$ cat config.mk
export PLATFORM = sky130hd
export DESIGN_NAME = mat_skew_feeder
export DESIGN_NICKNAME = d
export VERILOG_FILES = /design/src/rtl/mat_pkg.sv /design/src/rtl/mat_buf.sv /design/src/rtl/mat_skew_feeder.sv
export SDC_FILE = /design/constraint.sdc
export NUM_CORES = 1
export LEC_CHECK = 0
export CORE_MARGIN = 2
export CORE_UTILIZATION = 57
export CTS_CLUSTER_SIZE = 25
export DETAILED_ROUTE_END_ITERATION = 10
export GPL_TIMING_DRIVEN = 0
export PLACE_DENSITY = 0.92
export SYNTH_ARGS = -nofsm -noshare
export SYNTH_HDL_FRONTEND = slang
export SYNTH_SLANG_ARGS = --single-unit
$ cat constraint.sdc
create_clock -name CLK -period 5.1 [get_ports CLK]
set_input_delay 0.51 -clock CLK [delete_from_list [all_inputs] [get_ports CLK]]
set_output_delay 0.51 -clock CLK [all_outputs]
set_load 0.02 [all_outputs]
$ cat src/rtl/mat_pkg.sv
// Shared widths, state type and stream-length helper for the matrix skew feeder.
package mat_pkg;

  localparam int DATA_W = 8;
  localparam int ACC_W  = 16;

  typedef enum logic {
    LOAD   = 1'b0,
    STREAM = 1'b1
  } feed_state_t;

  function automatic int stream_len(input int m);
    return 3 * m - 2;
  endfunction

endpackage

$ cat src/rtl/mat_buf.sv
// MxM operand store: one row-write port, diagonal (skewed) read port indexed by beat.
module mat_buf
  import mat_pkg::*;
#(
  parameter int M  = 3,
  parameter int RW = 2,
  parameter int TW = 3
) (
  input  logic              CLK,
  input  logic              rst_n,
  input  logic              wr_en,
  input  logic [RW-1:0]     wr_row,
  input  logic [DATA_W-1:0] wr_a [0:M-1],
  input  logic [DATA_W-1:0] wr_b [0:M-1],
  input  logic              rd_en,
  input  logic [TW-1:0]     rd_t,
  output logic [DATA_W-1:0] a_out [0:M-1],
  output logic [DATA_W-1:0] b_out [0:M-1]
);

  logic [DATA_W-1:0] a_mem [0:M-1][0:M-1];
  logic [DATA_W-1:0] b_mem [0:M-1][0:M-1];

  always_ff @(posedge CLK or negedge rst_n) begin
    if (!rst_n) begin
      for (int r = 0; r < M; r++) begin
        for (int k = 0; k < M; k++) begin
          a_mem[r][k] <= '0;
          b_mem[r][k] <= '0;
        end
      end
    end else if (wr_en) begin
      for (int r = 0; r < M; r++) begin
        if (wr_row == RW'(r)) begin
          for (int k = 0; k < M; k++) begin
            a_mem[r][k] <= wr_a[k];
            b_mem[r][k] <= wr_b[k];
          end
        end
      end
    end
  end

  // Array row i sees A[i][t-i]; array column j sees B[t-j][j]; anything off-matrix is zero.
  always_comb begin
    for (int i = 0; i < M; i++) begin
      a_out[i] = '0;
      b_out[i] = '0;
    end
    for (int i = 0; i < M; i++) begin
      for (int k = 0; k < M; k++) begin
        if (rd_en && rd_t == TW'(i + k)) begin
          a_out[i] = a_mem[i][k];
          b_out[i] = b_mem[k][i];
        end
      end
    end
  end

endmodule

$ cat src/rtl/mat_skew_feeder.sv
// Loads two MxM operands row by row, then streams the skewed wavefronts plus flush beats.
//   state  | meaning
//   LOAD   | accepting operand rows, stream idle
//   STREAM | emitting 3M-2 skewed beats to the array
module mat_skew_feeder
  import mat_pkg::*;
#(
  parameter int M = 3
) (
  input  logic              CLK,
  input  logic              rst_n,
  input  logic              ld_vld,
  output logic              ld_rdy,
  input  logic [DATA_W-1:0] ld_a [0:M-1],
  input  logic [DATA_W-1:0] ld_b [0:M-1],
  output logic              st_vld,
  input  logic              st_rdy,
  output logic [DATA_W-1:0] a_out [0:M-1],
  output logic [DATA_W-1:0] b_out [0:M-1],
  output logic              busy,
  output logic              done
);

  localparam int LEN = stream_len(M);
  localparam int RW  = (M > 1) ? $clog2(M) : 1;
  localparam int TW  = $clog2(LEN);

  feed_state_t   state, state_nxt;
  logic [RW-1:0] row_cnt;
  logic [TW-1:0] beat_cnt;
  logic          done_q;
  logic          ld_acc, st_acc, last_row, last_beat;

  assign ld_acc    = ld_vld && (state == LOAD);
  assign st_acc    = st_rdy && (state == STREAM);
  assign last_row  = (row_cnt == RW'(M - 1));
  assign last_beat = (beat_cnt == TW'(LEN - 1));

  always_ff @(posedge CLK or negedge rst_n) begin
    if (!rst_n) state <= LOAD;
    else        state <= state_nxt;
  end

  always_comb begin
    state_nxt = state;
    if (state == LOAD) begin
      if (ld_acc && last_row) state_nxt = STREAM;
    end else begin
      if (st_acc && last_beat) state_nxt = LOAD;
    end
  end

  always_comb begin
    ld_rdy = (state == LOAD);
    st_vld = (state == STREAM);
    busy   = (state == STREAM);
  end

  always_ff @(posedge CLK or negedge rst_n) begin
    if (!rst_n) begin
      row_cnt  <= '0;
      beat_cnt <= '0;
      done_q   <= 1'b0;
    end else begin
      if (ld_acc) row_cnt <= last_row ? '0 : row_cnt + RW'(1);
      if (st_acc) beat_cnt <= last_beat ? '0 : beat_cnt + TW'(1);
      done_q <= st_acc && last_beat;
    end
  end

  assign done = done_q;

  mat_buf #(
    .M  (M),
    .RW (RW),
    .TW (TW)
  ) u_buf (
    .CLK    (CLK),
    .rst_n  (rst_n),
    .wr_en  (ld_acc),
    .wr_row (row_cnt),
    .wr_a   (ld_a),
    .wr_b   (ld_b),
    .rd_en  (st_vld),
    .rd_t   (beat_cnt),
    .a_out  (a_out),
    .b_out  (b_out)
  );

endmodule

Word level (Yosys, flattened, before mapping)
Cells that the tools add are included.
{"block": "word_totals", "ff_bits": 151, "output_inout_bits": 52, "wordCells": 69}
{"block": "classes", "n_addsub": 2, "eq_ne": 7, "muxes": 23, "bitwise_logic": 1, "n_reduce_logical": 14}
{"cell": "8-bit 2-to-1 mux", "count": 18}
{"cell": "1-bit logical AND", "count": 9}
{"cell": "3-bit by 2-bit equality test with 1-bit output, second input constant", "count": 2}
{"cell": "3-bit equality test, second input constant", "count": 2}
{"cell": "2-bit AND reduction", "count": 3}
{"cell": "3-bit by 1-bit adder with 3-bit output, second input constant", "count": 1}
{"cell": "3-bit by 1-bit equality test with 1-bit output, second input constant", "count": 1}
{"cell": "3-bit logical NOT", "count": 1}
{"cell": "1-bit 2-to-1 mux", "count": 3}
{"cell": "3-bit 2-to-1 mux", "count": 1}
{"cell": "2-bit by 1-bit adder with 2-bit output, second input constant", "count": 1}
{"cell": "2-bit by 1-bit equality test with 1-bit output, second input constant", "count": 1}
{"cell": "2-bit equality test, second input constant", "count": 1}
{"cell": "2-bit logical NOT", "count": 1}
{"cell": "2-bit 2-to-1 mux", "count": 1}
{"cell": "1-bit NOT", "count": 1}

Depth between registers and ports, before layout
{"block": "logic_depth", "depth_word": 5, "depth_mapped": 9, "depth_no_buf": 5}

Hierarchy
From an unflattened synthesis, not the netlist that was laid out.
{"block": "hier_totals", "hier_cells": 525, "area_unflattened_um2": 6926.6}
{"mod": "mat_buf", "instances": 1, "cells_each": 492, "area_each_um2": 6610.1, "seq_area_each_um2": 3603.5}
{"mod": "mat_skew_feeder", "instances": 1, "cells_each": 33, "area_each_um2": 316.6, "seq_area_each_um2": 175.2}

Least setup slack after synthesis
OpenSTA, ideal clock, no wires.
{"block": "synth_timing", "path_kind": "flip-flop to output port", "start": "register beat_cnt[0]", "end": "output port a_out[4] in the netlist's numbering", "t_arrival_ns": 2.210, "required_ns": 4.590, "path_slack_ns": 2.380, "stages_incl_launch_ff": 10, "n_path_buf": 4, "path_cell_list": "dfrtp_1 buf_2 clkbuf_1 and2_1 ha_1 and2_1 clkbuf_1 clkbuf_1 nand2_1 a31oi_1"}
{"item": "start: declaration", "line": "mat_skew_feeder.sv:30", "text": "logic [TW-1:0] beat_cnt;"}
{"item": "start signal: assignment", "line": "mat_skew_feeder.sv:66", "text": "if (st_acc) beat_cnt <= last_beat ? '0 : beat_cnt + TW'(1);"}
{"item": "end: declaration", "line": "mat_skew_feeder.sv:18", "text": "output logic [DATA_W-1:0] a_out [0:M-1],"}

==> results.json <==
{
  "period_share_pct": 88.6,
  "die_h_um": 114,
  "rows": 40,
  "maxCapViolCount": 0,
  "total_power_mw": 6.15,
  "status": "finished clean",
  "max_stage_delay_ns": 0.64,
  "syn_nets": 584,
  "cp_slowest_cell": "clkdlybuf4s50_1",
  "setup_viol": 0,
  "drive_gt1_share_pct": 30.0,
  "critPathMaxFanout": 10,
  "worstSetupPathType": "reg -> out",
  "final.min_clock_period_ns": 4.52,
  "grt_max_degree": 82,
  "htree_levels": 4,
  "numCtsBuffers": 17,
  "ios": 104,
  "cp.depth": 9,
  "drt_first_pass_iters": 5,
  "synth.avg_cell_area_um2": 12.9,
  "area_growth_pct": 28.4,
  "post_cts_buffers": 0,
  "fmax_mhz": 221,
  "vias": 5063,
  "cp_num_buf_inv": 4,
  "r2r_cells": 6,
  "clkLatencyLatePin_ns": 0.43,
  "finClkSkew_ns": 0.00808,
  "power.density_mw_per_mm2": 699,
  "syn-cell-area_mm2": 0.00684,
  "post-route-util_pct": 74.1,
  "cts-resized-gates": 0,
  "instances_no_fill": 814,
  "routed_wl_mm": 18.7,
  "gr-total-overflow": 0,
  "ir_drop_mv": 0.307,
  "first_global_vias": 5318,
  "dp_hpwl_mm": 11.9,
  "ctsRootBufferMaster": "clkbuf_16",
  "cts.path.max_buffers": 2,
  "vias_per_cell": 6.22,
  "critPathLaunchType": "flip-flop",
  "initial_core_util_pct": 57.7,
  "end_kind": "output pin",
  "hold_viol": 0,
  "path_clk_slew_ns": 0.06,
  "path_cells": "clkbuf_1 > and2_1 > ha_1 > and2_1 > clkbuf_1 > clkbuf_1 > nand2_1 > a31oi_1 > clkdlybuf4s50_1",
  "synth_seq_cells": 151,
  "required_ns": 4.59,
  "cpMostUsedCell": "clkbuf_1",
  "cts_tree": "done",
  "cts_hold_buf": 0,
  "synth_cell_types": 33,
  "core_region_area_mm2": 0.0119,
  "synth_warnings": 0,
  "crit_family": "buffers and inverters",
  "dieArea_mm2": 0.0129,
  "portBuffers": 103,
  "tightest_slew_ns": 0.667,
  "synthCells": 531,
  "slew_headroom_pct": 55.5,
  "final_nets": 707,
  "n_antenna_cell": 0,
  "wl_per_cell_um": 23.0,
  "place.gp.congestion": 0.852,
  "p_leak_nw": 3.85,
  "design_area_mm2": 0.00879,
  "slew_viol_final": 0,
  "placed_area_mm2": 0.00808,
  "die_w_um": 114,
  "synth-seq-area-share_pct": 55.2,
  "clkSinkCount": 151,
  "cp_data_arrival_time_ns": 4.01,
  "antenna_left": 0,
  "hold_path_class": "in -> async",
  "dr.first_iter.drc_count": 505,
  "grt_pass1_wl_mm": 29.1,
  "drc": 0,
  "antenna_found_initial": 0,
  "grt_use_total_pct": 29.9,
  "placed_cells": 782,
  "rsz0062_at_grt": "no"
}
[worst reg2reg max path: cells and delay by family (launching register included)]
kind	cells	cell delay, ns
and+or+nand+nor	2	0.49
buffers and inverters	3	0.66
muxes	1	0.35
DFF	1	0.41
[cell type report]
type / count / area, µm²
inverters: 2 / 7.51
clock inverters: 13 / 249
multi-input cells: 335 / 2810
plain buffers: 43 / 249
flip-flops and latches: 151 / 3780
repair buffers: 104 / 1060
clock buffers: 19 / 453
fillers: 690 / 3080
well taps: 147 / 184
[placed cells by master (no fill, tap or decap), types with 2 or more instances in the layout]
| master | n |
|---|---|
| nand4bb_1 | 2 |
| buf_6 | 6 |
| mux2_1 | 11 |
| a2bb2oi_1 | 16 |
| bufinv_16 | 7 |
| clkdlybuf4s50_1 | 102 |
| mux2_2 | 133 |
| and3_1 | 16 |
| dfrtp_1 | 151 |
| nand3b_1 | 16 |
| clkbuf_8 | 2 |
| o21ai_0 | 3 |
| a221o_1 | 16 |
| clkinv_2 | 3 |
| clkbuf_1 | 15 |
| clkinvlp_4 | 2 |
| clkbuf_16 | 17 |
| nor3_1 | 17 |
| buf_2 | 12 |
| a21o_1 | 2 |
| buf_4 | 9 |
| and2_1 | 2 |
| a31oi_1 | 16 |
| nand2b_1 | 2 |
| nor2_1 | 50 |
| nor3b_4 | 2 |
| nand2_1 | 21 |
| inv_1 | 2 |
| nand3_1 | 2 |
[kinds of logic after synthesis]
| logic type | synth area share (%) |
|---|---|
| simple gates | 10.6 |
| mux | 23.7 |
| fa+ha+maj | 0.183 |
| compound gates | 6.51 |
| flops | 55.2 |
| buf+inv | 3.75 |
[power breakdown]
part           internal [mW]  total, mW  switching, mW
combinational           1.26       2.49           1.23
sequential              1.79       2.17          0.377
clock                  0.990       1.49          0.503
total                   4.04       6.15           2.11
[through the flow]
| stage | TNS (ns) | worst slack (ns) | hold WS (ns) |
|---|---|---|---|
| CTS | 0 | 0.698 | 0.110 |
| detailed placement | 0 | 1.29 | 0.472 |
| finish | 0 | 0.582 | 0.0795 |
| global placement | -313.38 | -2.08 | 0.468 |
| global route | 0 | 0.461 | 0.131 |
| floorplan | 0 | 2.38 | 0.214 |
[registers in the layout, summed over array words and instances (netlist names)]
| name | cells |
|---|---|
| beat_cnt | 3 |
| row_cnt | 2 |
| done | 1 |
| busy | 1 |
| u_buf.b_mem | 72 |
| u_buf.a_mem | 72 |
[metal layers]
metal  GRT usage (%)  vias up  share of wire, %
li1                -     2159                 -
met1            38.3     2543                40
met2            49.0      310                50
met3            5.95       51               7.3
met4            14.8        0               3.3
met5               0        -                 0
[path summary, 6_finish.rpt]
check	slack, ns	end	start
max	0.58	b_out[2]	beat_cnt[1]
min reg2reg	0.48	u_buf.a_mem[37]	u_buf.a_mem[37]
max reg2reg	3.06	u_buf.a_mem[48]	busy
min	0.08	u_buf.a_mem[6]	rst_n
min in group CLK	0.48	u_buf.a_mem[37]	u_buf.a_mem[37]
max in group asynchronous	4.19	u_buf.b_mem[34]	rst_n
[cells in the mapped netlist]
library cell | instances | area [µm²]
buf_1 | 1 | 3.75
clkbuf_1 | 15 | 56.3
nor2_1 | 50 | 188
nor3b_4 | 2 | 37.5
and4bb_2 | 1 | 12.5
nor2b_1 | 1 | 6.26
and3_1 | 16 | 100
nor3_2 | 1 | 10.0
buf_6 | 5 | 56.3
buf_4 | 9 | 67.6
nand3b_1 | 16 | 120
a2bb2oi_1 | 16 | 140
ha_1 | 1 | 12.5
inv_1 | 2 | 7.51
nand4bb_1 | 2 | 22.5
o21ai_0 | 3 | 15.0
a221o_1 | 16 | 160
and2_1 | 2 | 12.5
nand3_1 | 2 | 10.0
mux2_1 | 11 | 124
nor3_1 | 17 | 85.1
nand2b_1 | 2 | 12.5
dfrtp_1 | 151 | 3780
o21bai_1 | 1 | 7.51
a31oi_1 | 16 | 100
nand2b_4 | 1 | 13.8
buf_2 | 12 | 60.1
clkbuf_2 | 1 | 5.00
o31ai_1 | 1 | 7.51
nor3_4 | 1 | 16.3
nand2_1 | 21 | 78.8
mux2_2 | 133 | 1500
a21o_1 | 2 | 15.0
No activity file was read; power rests on OpenSTA's default activity.
